[src/rtl/aud_recorder.sv]
// -----------------------------------------------------------------------------
// aud_recorder
//   I2S receiver for the codec ADC path. It deserialises the MSB-first serial
//   ADC stream into DATA_W-bit parallel samples of one selected channel. The
//   recorder/SRAM-write logic consumes o_data on the o_valid strobe.
//
//   Parameters
//     DATA_W   sample width in bits (2..31)
//     CHANNEL  0: capture the left word (ADCLRCK low half)
//              1: capture the right word (ADCLRCK high half)
//
//   Ports
//     i_bclk     bit clock from the codec; all logic runs on its posedge
//     i_rst_n    asynchronous, active-low reset
//     i_en       record enable (level)
//     i_adclrck  ADC L/R clock from the codec (0 = left, 1 = right)
//     i_adcdat   serial ADC data, MSB first, launched on negedge BCLK
//     o_data     last completed sample, held until the next one completes
//     o_valid    one-cycle strobe, o_data updated this cycle
//     o_busy     high while a word capture is in progress
// -----------------------------------------------------------------------------
module aud_recorder #(
    parameter int DATA_W  = 16,
    parameter int CHANNEL = 0
) (
    input  logic              i_bclk,
    input  logic              i_rst_n,
    input  logic              i_en,
    input  logic              i_adclrck,
    input  logic              i_adcdat,
    output logic [DATA_W-1:0] o_data,
    output logic              o_valid,
    output logic              o_busy
);

    localparam int CNT_W = $clog2(DATA_W);
    localparam logic [CNT_W-1:0] LAST_CNT = CNT_W'(DATA_W - 1);
    localparam logic [CNT_W-1:0] CNT_ONE  = CNT_W'(1);

    typedef enum logic [1:0] {
        S_IDLE = 2'd0,
        S_WAIT = 2'd1,
        S_RECV = 2'd2
    } state_t;

    state_t              state_r;
    logic [DATA_W-1:0]   shreg_r;
    logic [CNT_W-1:0]    cnt_r;
    logic                lrck_r;

    logic                start_s;
    logic                stop_s;
    logic [DATA_W-1:0]   shifted_s;

    // Decode LRCK transitions for the selected channel and form the next shift value.
    always_comb begin
        start_s   = 1'b0;
        stop_s    = 1'b0;
        shifted_s = {shreg_r[DATA_W-2:0], i_adcdat};
        if (CHANNEL == 0) begin
            // Left word starts on the falling LRCK edge.
            start_s = lrck_r & ~i_adclrck;
            stop_s  = ~lrck_r & i_adclrck;
        end else begin
            // Right word starts on the rising LRCK edge.
            start_s = ~lrck_r & i_adclrck;
            stop_s  = lrck_r & ~i_adclrck;
        end
    end

    // Capture FSM: waits for the channel's start edge, skips the 1-bit delay
    // slot, shifts DATA_W bits and publishes the word with a one-cycle strobe.
    always_ff @(posedge i_bclk or negedge i_rst_n) begin
        if (!i_rst_n) begin
            state_r <= S_IDLE;
            shreg_r <= {DATA_W{1'b0}};
            cnt_r   <= {CNT_W{1'b0}};
            lrck_r  <= 1'b0;
            o_data  <= {DATA_W{1'b0}};
            o_valid <= 1'b0;
            o_busy  <= 1'b0;
        end else begin
            lrck_r  <= i_adclrck;
            o_valid <= 1'b0;
            case (state_r)
                S_IDLE: begin
                    shreg_r <= {DATA_W{1'b0}};
                    cnt_r   <= {CNT_W{1'b0}};
                    o_busy  <= 1'b0;
                    // A start edge seen here is deliberately ignored; the
                    // first capture waits for a fresh edge observed in S_WAIT.
                    if (i_en) begin
                        state_r <= S_WAIT;
                    end else begin
                        state_r <= S_IDLE;
                    end
                end
                S_WAIT: begin
                    shreg_r <= {DATA_W{1'b0}};
                    cnt_r   <= {CNT_W{1'b0}};
                    if (!i_en) begin
                        state_r <= S_IDLE;
                        o_busy  <= 1'b0;
                    end else if (start_s) begin
                        // This posedge is the I2S delay slot; its data is not used.
                        state_r <= S_RECV;
                        o_busy  <= 1'b1;
                    end else begin
                        state_r <= S_WAIT;
                        o_busy  <= 1'b0;
                    end
                end
                S_RECV: begin
                    if (!i_en) begin
                        // Disable discards the partial word; o_data keeps its value.
                        state_r <= S_IDLE;
                        shreg_r <= {DATA_W{1'b0}};
                        cnt_r   <= {CNT_W{1'b0}};
                        o_busy  <= 1'b0;
                    end else if (cnt_r == LAST_CNT) begin
                        // LSB completion wins over any simultaneous LRCK edge.
                        o_data  <= shifted_s;
                        o_valid <= 1'b1;
                        state_r <= S_WAIT;
                        shreg_r <= {DATA_W{1'b0}};
                        cnt_r   <= {CNT_W{1'b0}};
                        o_busy  <= 1'b0;
                    end else if (stop_s) begin
                        // Half-frame too short for a full word: drop it.
                        state_r <= S_WAIT;
                        shreg_r <= {DATA_W{1'b0}};
                        cnt_r   <= {CNT_W{1'b0}};
                        o_busy  <= 1'b0;
                    end else begin
                        shreg_r <= shifted_s;
                        cnt_r   <= cnt_r + CNT_ONE;
                        state_r <= S_RECV;
                        o_busy  <= 1'b1;
                    end
                end
                default: begin
                    state_r <= S_IDLE;
                    shreg_r <= {DATA_W{1'b0}};
                    cnt_r   <= {CNT_W{1'b0}};
                    o_busy  <= 1'b0;
                end
            endcase
        end
    end

endmodule

[config.mk]
export PLATFORM = sky130hd
export DESIGN_NAME = aud_recorder
export DESIGN_NICKNAME = d
export VERILOG_FILES = /design/src/rtl/aud_recorder.sv
export SDC_FILE = /design/constraint.sdc
export NUM_CORES = 1
export LEC_CHECK = 0
export ABC_CLOCK_PERIOD_IN_PS = 4000
export BUFFER_PORTS_ARGS = -buffer_cell sky130_fd_sc_hd__buf_2
export CORE_MARGIN = 4
export CORE_UTILIZATION = 35
export DETAILED_ROUTE_END_ITERATION = 10
export MAX_ROUTING_LAYER = met4
export PLACE_DENSITY = 0.65
export SYNTH_ARGS = -nofsm -noshare
export SYNTH_HDL_FRONTEND = slang
export SYNTH_SLANG_ARGS = --single-unit
export TNS_END_PERCENT = 20
[constraint.sdc]
create_clock -name i_bclk -period 4 [get_ports i_bclk]
set_clock_uncertainty 0.15 [all_clocks]
set_input_delay 0.8 -clock i_bclk [delete_from_list [all_inputs] [get_ports i_bclk]]
set_output_delay 0.8 -clock i_bclk [all_outputs]
set_load 0.005 [all_outputs]
=== Yosys cells after proc, flatten, opt, wreduce, memory -nomap -nowiden ===
Index checks and enable logic that the tools add are counted.
Widths: inputs -> output; s select.

* Add/sub/neg operators: 1
* Reductions and logical operators: 2
* Equal/unequal tests: 3
* Mux-type cells: 24
* Magnitude comparators: 0
* Div/mod/pow operators: 0
* Multipliers: 0
* Shift-type cells: 0
* Bitwise gates (word level): 4

{| class="wikitable"
|+ Operators with widths
! kind !! count
|-
| $mux 15 || 4
|-
| $mux 4 || 4
|-
| $mux 2 || 5
|-
| $mux 1 || 9
|-
| $pmux 2 s3 || 1
|-
| $add 4x1->4 const B || 1
|-
| $eq 4x4->1 const B || 1
|-
| $reduce_and 3->1 || 1
|-
| $and 1x1->1 || 2
|-
| $eq 2x1->1 const B || 1
|-
| $eq 2x2->1 const B || 1
|-
| $logic_not 2->1 || 1
|-
| $not 1->1 || 2
|-
| $pmux 1 s2 || 1
|}

* ROM bits: 0
* Word-level logic and storage cells: 41
* Memories kept: 0
* Latch bits: 0
* Flip-flop bits (word level): 40
* Bits of input ports: 5
* RAM bits: 0

=== Depth between registers and ports, before layout ===
Gate-level depths: netlist of the first run.

* Depth after elaboration: 6
* Gate-level depth with buffers: 6
* Gate-level depth less buffers: 5

=== Least setup slack after synthesis of the first run ===
OpenSTA, ideal clock, no wires.

* Kind: register -> register
* Start point: register cnt_r[0]
* End point: register o_data[10]
* Stages on the path, launching flop included: 7
* Arrival: 1.512 ns
* Setup slack: 2.213 ns
* Required time: 3.725 ns
* Period minus slack after synthesis: 1.787 ns
* Library setup time: 0.125 ns
* Path through: dfrtp_1 > ha_1 > and3_4 > and3_4 > buf_6 > buf_12 > mux2_4

* Longest elaborated chain between the ends: 2

{| class="wikitable"
|+ Ends and longest elaborated chain
! element !! line !! text
|-
| start: declaration || 48 || <nowiki>logic [CNT_W-1:0] cnt_r;</nowiki>
|-
| start signal: assignment || 77 || <nowiki>cnt_r <= {CNT_W{1'b0}};</nowiki>
|-
| start signal: assignment || 88 || <nowiki>cnt_r <= {CNT_W{1'b0}};</nowiki>
|-
| start signal: assignment || 100 || <nowiki>cnt_r <= {CNT_W{1'b0}};</nowiki>
|-
| $eq 4x4->1 || 120 || <nowiki>end else if (cnt_r == LAST_CNT) begin</nowiki>
|-
| $reduce_and 3->1 (no source line) || -- ||
|-
| end signal: assignment || 79 || <nowiki>o_data <= {DATA_W{1'b0}};</nowiki>
|-
| end signal: assignment || 122 || <nowiki>o_data <= shifted_s;</nowiki>
|-
| end: declaration || 31 || <nowiki>output logic [DATA_W-1:0] o_data,</nowiki>
|}

Every way passes these cells.
A chain may end at the register's enable or synchronous reset.

=== Worst setup path in the final report of the first run ===
* Start point: register cnt_r[0]
* End point: register shreg_r[12]

* Longest elaborated chain between the ends: 4

{| class="wikitable"
|+ Ends and longest elaborated chain
! element !! line !! text
|-
| $eq 4x4->1 || 120 ||
|-
| $mux 15 || 120 ||
|-
| $mux 15 || 114 || <nowiki>if (!i_en) begin</nowiki>
|-
| $mux 15 || 85 || <nowiki>case (state_r)</nowiki>
|-
| end signal: assignment || 87 || <nowiki>shreg_r <= {DATA_W{1'b0}};</nowiki>
|-
| end signal: assignment || 117 || <nowiki>shreg_r <= {DATA_W{1'b0}};</nowiki>
|-
| end signal: assignment || 125 || <nowiki>shreg_r <= {DATA_W{1'b0}};</nowiki>
|-
| end: declaration || 47 || <nowiki>logic [DATA_W-1:0] shreg_r;</nowiki>
|}

Every way passes these cells.

==> results of run 1 <==
power by group through the flow:
| stage | logic, mW | clock network, mW | registers, mW |
|---|---|---|---|
| floorplan | 0.00863 | 0 | 0.417 |
| global placement | 0.0206 | 0 | 0.417 |
| detailed placement | 0.0226 | 0 | 0.417 |
| CTS | 0.0227 | 0.358 | 0.409 |
| global route | 0.0261 | 0.374 | 0.409 |
| finish | 0.0214 | 0.347 | 0.409 |
final cells by class:
cell class | count | area share (%)
well taps | 52 | 3.55
multi-input cells | 60 | 28.8
clock buffers | 6 | 4.51
repair buffers | 22 | 6.01
flip-flops and latches | 40 | 54.6
inverters | 2 | 0.410
clock inverters | 2 | 2.12
cell families (layout without fill, tap and decap cells):
family | count (synthesis) | after routing | share of synthesized area, %
adders and majority gates | 5 | 5 | 3.98
AOI/OAI and AO/OA | 6 | 6 | 2.31
buffers and inverters | 5 | 32 | 2.71
muxes | 16 | 16 | 13.6
and+or+nand+nor | 31 | 31 | 12.6
DFF | 40 | 40 | 63.7
xor gates and xnor gates | 2 | 2 | 1.11
cells in the final DEF (no fill, tap or decap):
cell / netlist / final
dfrtp_1: 40 / 40
buf_2: 0 / 22
and2_1: 16 / 16
mux2_4: 9 / 9
mux2_2: 7 / 7
clkbuf_8: 0 / 6
ha_1: 5 / 5
a21oi_1: 3 / 3
nor2_1: 3 / 3
inv_1: 2 / 2
and3_4: 2 / 2
nand2b_1: 2 / 2
nor2b_1: 1 / 1
nand2_1: 1 / 1
or3_1: 1 / 1
nand4b_1: 1 / 1
nor3_2: 1 / 1
xnor2_1: 1 / 1
nor3_1: 1 / 1
o21ai_0: 1 / 1
nand3_1: 1 / 1
xor2_1: 1 / 1
nand4_1: 1 / 1
o2111ai_1: 1 / 1
a21boi_0: 1 / 1
clkinv_4: 0 / 1
bufinv_16: 0 / 1
flip-flops by register name, summed over array words and instances, names as in the netlist:
signal	flops
o_data	16
shreg_r	15
cnt_r	4
state_r	2
lrck_r	1
o_busy	1
o_valid	1
cell usage after synthesis, types with 2 or more instances:
cell / count
a21oi_1: 3
dfrtp_1: 40
mux2_2: 7
nand2b_1: 2
inv_1: 2
ha_1: 5
mux2_4: 9
and3_4: 2
nor2_1: 3
and2_1: 16
metrics by stage:
stage / hold WS (ns) / std cells / utilization [%] / worst slack [ns]
after floorplan: 0.281 / 105 / - / 2.21
after global placement: 0.302 / 176 / 39.3 / 1.95
after detailed placement: 0.314 / 176 / 39.3 / 1.89
after CTS: 0.332 / 184 / 42.1 / 2.10
after global routing: 0.353 / 184 / 42.1 / 1.92
final: 0.324 / 184 / 42.1 / 2.13
critical path, stage by stage (launching register included):
cell,delay [ns]
dfrtp_1,0.41
ha_1,0.25
and3_4,0.21
nor3_2,0.56
and2_1,0.23
worst min path at each step:
| stage | endpoint | start | slack, ns |
|---|---|---|---|
| after floorplan | cnt_r[0] | cnt_r[0] | 0.28 |
| after global placement | cnt_r[0] | cnt_r[0] | 0.30 |
| after detailed placement | shreg_r[1] | shreg_r[0] | 0.31 |
| after CTS | cnt_r[0] | cnt_r[0] | 0.33 |
| after global routing | shreg_r[13] | shreg_r[12] | 0.35 |
| final | shreg_r[5] | shreg_r[4] | 0.32 |
layer usage:
layer / up-vias / wire length [microns] / share of wire, %
li1: 407 / - / -
met4: 0 / 82 / 3.3
met2: 25 / 1090 / 44
met3: 9 / 167 / 6.7
met1: 402 / 1150 / 46
met5: - / 0 / 0
==> impl_metrics.tcl, run 1 <==
set metrics [dict create \
    switchingPower_mw 0.160 \
    yosysWarnings 0 \
    power_leakage_nw 0.961 \
    diodes 0 \
    synth_top_area_share_pct 63.7 \
    drtIter0Drc 27 \
    ir_worst_vdd_mv 0.201 \
    path_clk_slew_ns 0.08 \
    cts_resized 0 \
    numCtsBuffers 5 \
    synth_area_sq_mm 0.00157 \
    crit_path_start "cnt_r[0]" \
    postCtsSetupBuffers 0 \
    reg2reg_to "shreg_r[12]" \
    ioPinCount 23 \
    clk_latency_ns 0.30 \
    tightest_slew_ns 0.853 \
    seq_area_sq_mm 0.00100 \
    die_height_microns 75.0 \
    dr_total_vias 843 \
    pwr_density_cell_mw_per_mm2 424 \
    drv_cap 0 \
    via_per_inst 4.58 \
    routedWlPerCell_microns 13.5 \
    core_area_sq_mm 0.00435 \
    grt_max_degree 41 \
    drive_gt1_share_pct 37.1 \
    internal_power_mw 0.617 \
    synth-edff-count 0 \
    async_flop_share_pct 100 \
    grt_overflow 0 \
    cts.path.max_buffers 2 \
    start_util_pct 36.1 \
    dieArea_sq_mm 0.00563 \
    fillers 400 \
    syn_inst 105 \
    cts-htree-levels 2 \
    hold_viol 0 \
    met2_usage_pct 15.1 \
    critPathCapture "shreg_r[12]" \
    die_x_microns 75.0 \
    period_minus_slack_ns 1.87 \
    gp_congestion 0.715 \
    max_freq_mhz 535 \
    met3_usage_pct 3.60 \
    place_hpwl_mm 1.77 \
    fin_tns_setup_ns 0 \
    crit_type "reg2reg" \
    grtUsageMet1_pct 14.2 \
    cp_max_fo 16 \
    final_cell_area_sq_mm 0.00183 \
    synth_area_leaders "dfrtp_1 64%, mux2_4 8.6%, and2_1 6.4%" \
    setup_viol 0 \
    cp-start-kind "flip-flop" \
    timing.rr.start "cnt_r[0]" \
    rr_worst_depth 4 \
    outcome "finished, final reports clean" \
    crit_arrival_ns 1.95 \
    synth_flop_cell "dfrtp_1" \
    drc 0 \
    p_clk_share_pct 44.6 \
    slew_headroom_pct 43.2 \
    swShare_pct 20.6 \
    cts_sinks 40 \
    synthesis.nets 115 \
    wl_mm 2.49 \
    r2r_slack_ns 2.13 \
    holdPathStages 1 \
    placed_cell_area_sq_mm 0.00171 \
    grt_busiest_layer "met2" \
    drv_slew 0 \
    rsz0062_at_grt "no" \
    hold_class "reg2reg" \
    power_mw 0.777 \
    yosysUniqueCellTypes 26 \
    grt_pass1_wl_mm 4.34 \
    grt_pass1_vias 904 \
    syn_avg_cell_area_sq_um 15.0 \
    cts_tree "built" \
    critPathRequiredTime_ns 4.09 \
    seqPwrFrac_pct 52.6 \
    synth-seq-cells 40 \
    combPwrFrac_pct 2.8 \
    fin_crit_sh_pct 46.7 \
    ant_nets 0 \
    yosys.area.top_type "dfrtp_1" \
    crit_path_end_kind "flip-flop" \
    ys_seq_area_share_pct 63.7 \
    rows 24 \
    grt_usage_pct 11.1 \
    final_nets 141 \
    hold_buffers 0 \
    io_buffers 22 \
    dr.pass1.iters 4 \
    antenna_found_initial 0 \
    multi_input_area_sq_um 528 \
    cts-root-buf "clkbuf_8" \
    syn_to_final_growth_pct 16.6 \
]
(Power assumes the default switching activity.)
==> inputs of run 2 (changes only) <==
--- a/config.mk
+++ b/config.mk
@@ -5,7 +5,7 @@
 export SDC_FILE = /design/constraint.sdc
 export NUM_CORES = 1
 export LEC_CHECK = 0
-export ABC_CLOCK_PERIOD_IN_PS = 4000
+export ABC_CLOCK_PERIOD_IN_PS = 1950
 export BUFFER_PORTS_ARGS = -buffer_cell sky130_fd_sc_hd__buf_2
 export CORE_MARGIN = 4
 export CORE_UTILIZATION = 35
==> constraint.sdc (replaced) <==
create_clock -name i_bclk -period 1.95 [get_ports i_bclk]
set_clock_uncertainty 0.15 [all_clocks]
set_input_delay 0.39 -clock i_bclk [delete_from_list [all_inputs] [get_ports i_bclk]]
set_output_delay 0.39 -clock i_bclk [all_outputs]
set_load 0.005 [all_outputs]
==> impl_metrics.tcl, run 2 (synthesis gave the netlist of run 1 again) <==
set metrics [dict create \
    outcome "finished, final reports clean" \
    ioPinCount 23 \
    final_nets 145 \
    cts-root-buf "clkbuf_8" \
    reg.largest.list "o_data: 16 flops, shreg_r: 15 flops, cnt_r: 4 flops" \
    core_area_sq_mm 0.00435 \
    drv_cap 0 \
    hold-worst-slack_ns 0.103 \
    largest_reg_flops 16 \
    fin_cells 188 \
    power_leakage_nw 0.978 \
    post-route-util_pct 42.9 \
    grt_overflow 0 \
    pwr_density_cell_mw_per_mm2 830 \
    drc 0 \
    fin_crit_sh_pct 93.6 \
    detailedPlace.worstSlack_ns 0.116 \
    crit_path_start "cnt_r[0]" \
    grt_usage_pct 10.5 \
    die_height_microns 75.0 \
    final_cell_area_sq_mm 0.00187 \
    timing.rr.start "cnt_r[0]" \
    syn_to_final_growth_pct 18.9 \
    cts.path.max_buffers 2 \
    cts-htree-levels 2 \
    crit_path_end_kind "flip-flop" \
    period_minus_slack_ns 1.82 \
    antenna_found_initial 0 \
    tightest_slew_ns 0.461 \
    fillers 404 \
    regMostFlops "o_data" \
    slew_headroom_pct 69.3 \
    grt_max_degree 22 \
    seq_area_sq_mm 0.00100 \
    die_x_microns 75.0 \
    drtIter0Drc 22 \
    rsz0062_at_grt "no" \
    max_freq_mhz 548 \
    fin_tns_setup_ns 0 \
    drive_gt1_share_pct 38.2 \
    ir_worst_vdd_mv 0.437 \
    placed_cell_area_sq_mm 0.00175 \
    dp_cells 179 \
    final_cell_mix "40 x dfrtp_1, 22 x buf_2, 16 x and2_1" \
    grt_pass1_wl_mm 4.27 \
    grt_pass1_vias 897 \
    critPathCapture "o_data[5]" \
    hold_class "in2reg" \
    gp_congestion 0.841 \
    io_buffers 22 \
    wl_mm 2.53 \
    cts_tree "built" \
    multi_input_area_sq_um 528 \
    layout_setup_ws_ns 0.125 \
    ant_nets 0 \
    start_util_pct 36.1 \
    path_clk_slew_ns 0.07 \
    setup_viol 0 \
    critPathRequiredTime_ns 1.97 \
    cts_resized 0 \
    clk_latency_ns 0.28 \
    final_common_cell "dfrtp_1" \
    power_mw 1.55 \
    r2r_slack_ns 0.13 \
    drv_slew 0 \
    dieArea_sq_mm 0.00563 \
    dr.pass1.iters 4 \
    reg2reg_to "o_data[5]" \
    dr_total_vias 840 \
    numCtsBuffers 5 \
    rr_worst_depth 4 \
    hold_viol 0 \
    crit_type "reg2reg" \
    cp_max_fo 17 \
    place_hpwl_mm 1.91 \
    cp-start-kind "flip-flop" \
    via_per_inst 4.47 \
    rows 24 \
    cts_sinks 40 \
    crit_arrival_ns 1.84 \
    routedWlPerCell_microns 13.4 \
    diodes 0 \
]
[run 2: routing by layer]
metal  routed length, microns  track usage (%)
met3                      164             4.14
met5                        0                -
met2                     1130             15.3
met4                       15             2.96
met1                     1220             13.7
[run 2: worst max-delay path: stages, from the launching register on]
cell,delay [ns]
dfrtp_1,0.37
ha_1,0.21
and3_4,0.22
and3_4,0.37
mux2_2,0.38
[run 2: final cells by class]
| cell class | instances | share of cell area, % |
|---|---|---|
| well taps | 52 | 3.48 |
| clock buffers | 5 | 3.68 |
| flip-flops and latches | 40 | 53.6 |
| repair buffers | 26 | 8.31 |
| multi-input cells | 60 | 28.3 |
| inverters | 2 | 0.402 |
| clock inverters | 3 | 2.28 |
[run 2: power by group]
part | switching (mW) | internal, mW
Combinational | 0.0323 | 0.0191
Clock | 0.282 | 0.379
Sequential | 0.00466 | 0.834
[run 2: worst min-delay path by stage]
stage	start	cells after the start	endpoint	slack [ns]
floorplan	i_rst_n	0	cnt_r[0]	-0.06
global placement	i_rst_n	1	o_data[14]	0.21
detailed placement	i_rst_n	1	o_data[14]	0.22
CTS	i_adclrck	1	lrck_r	0.1
global route	i_adclrck	1	lrck_r	0.11
finish	i_adclrck	1	lrck_r	0.10
[run 2: repair_timing]
action                                 4_1_cts  5_1_grt
hold buffers                                 1        0
buffers inserted                             0        0
endpoints found under the hold margin       19        0
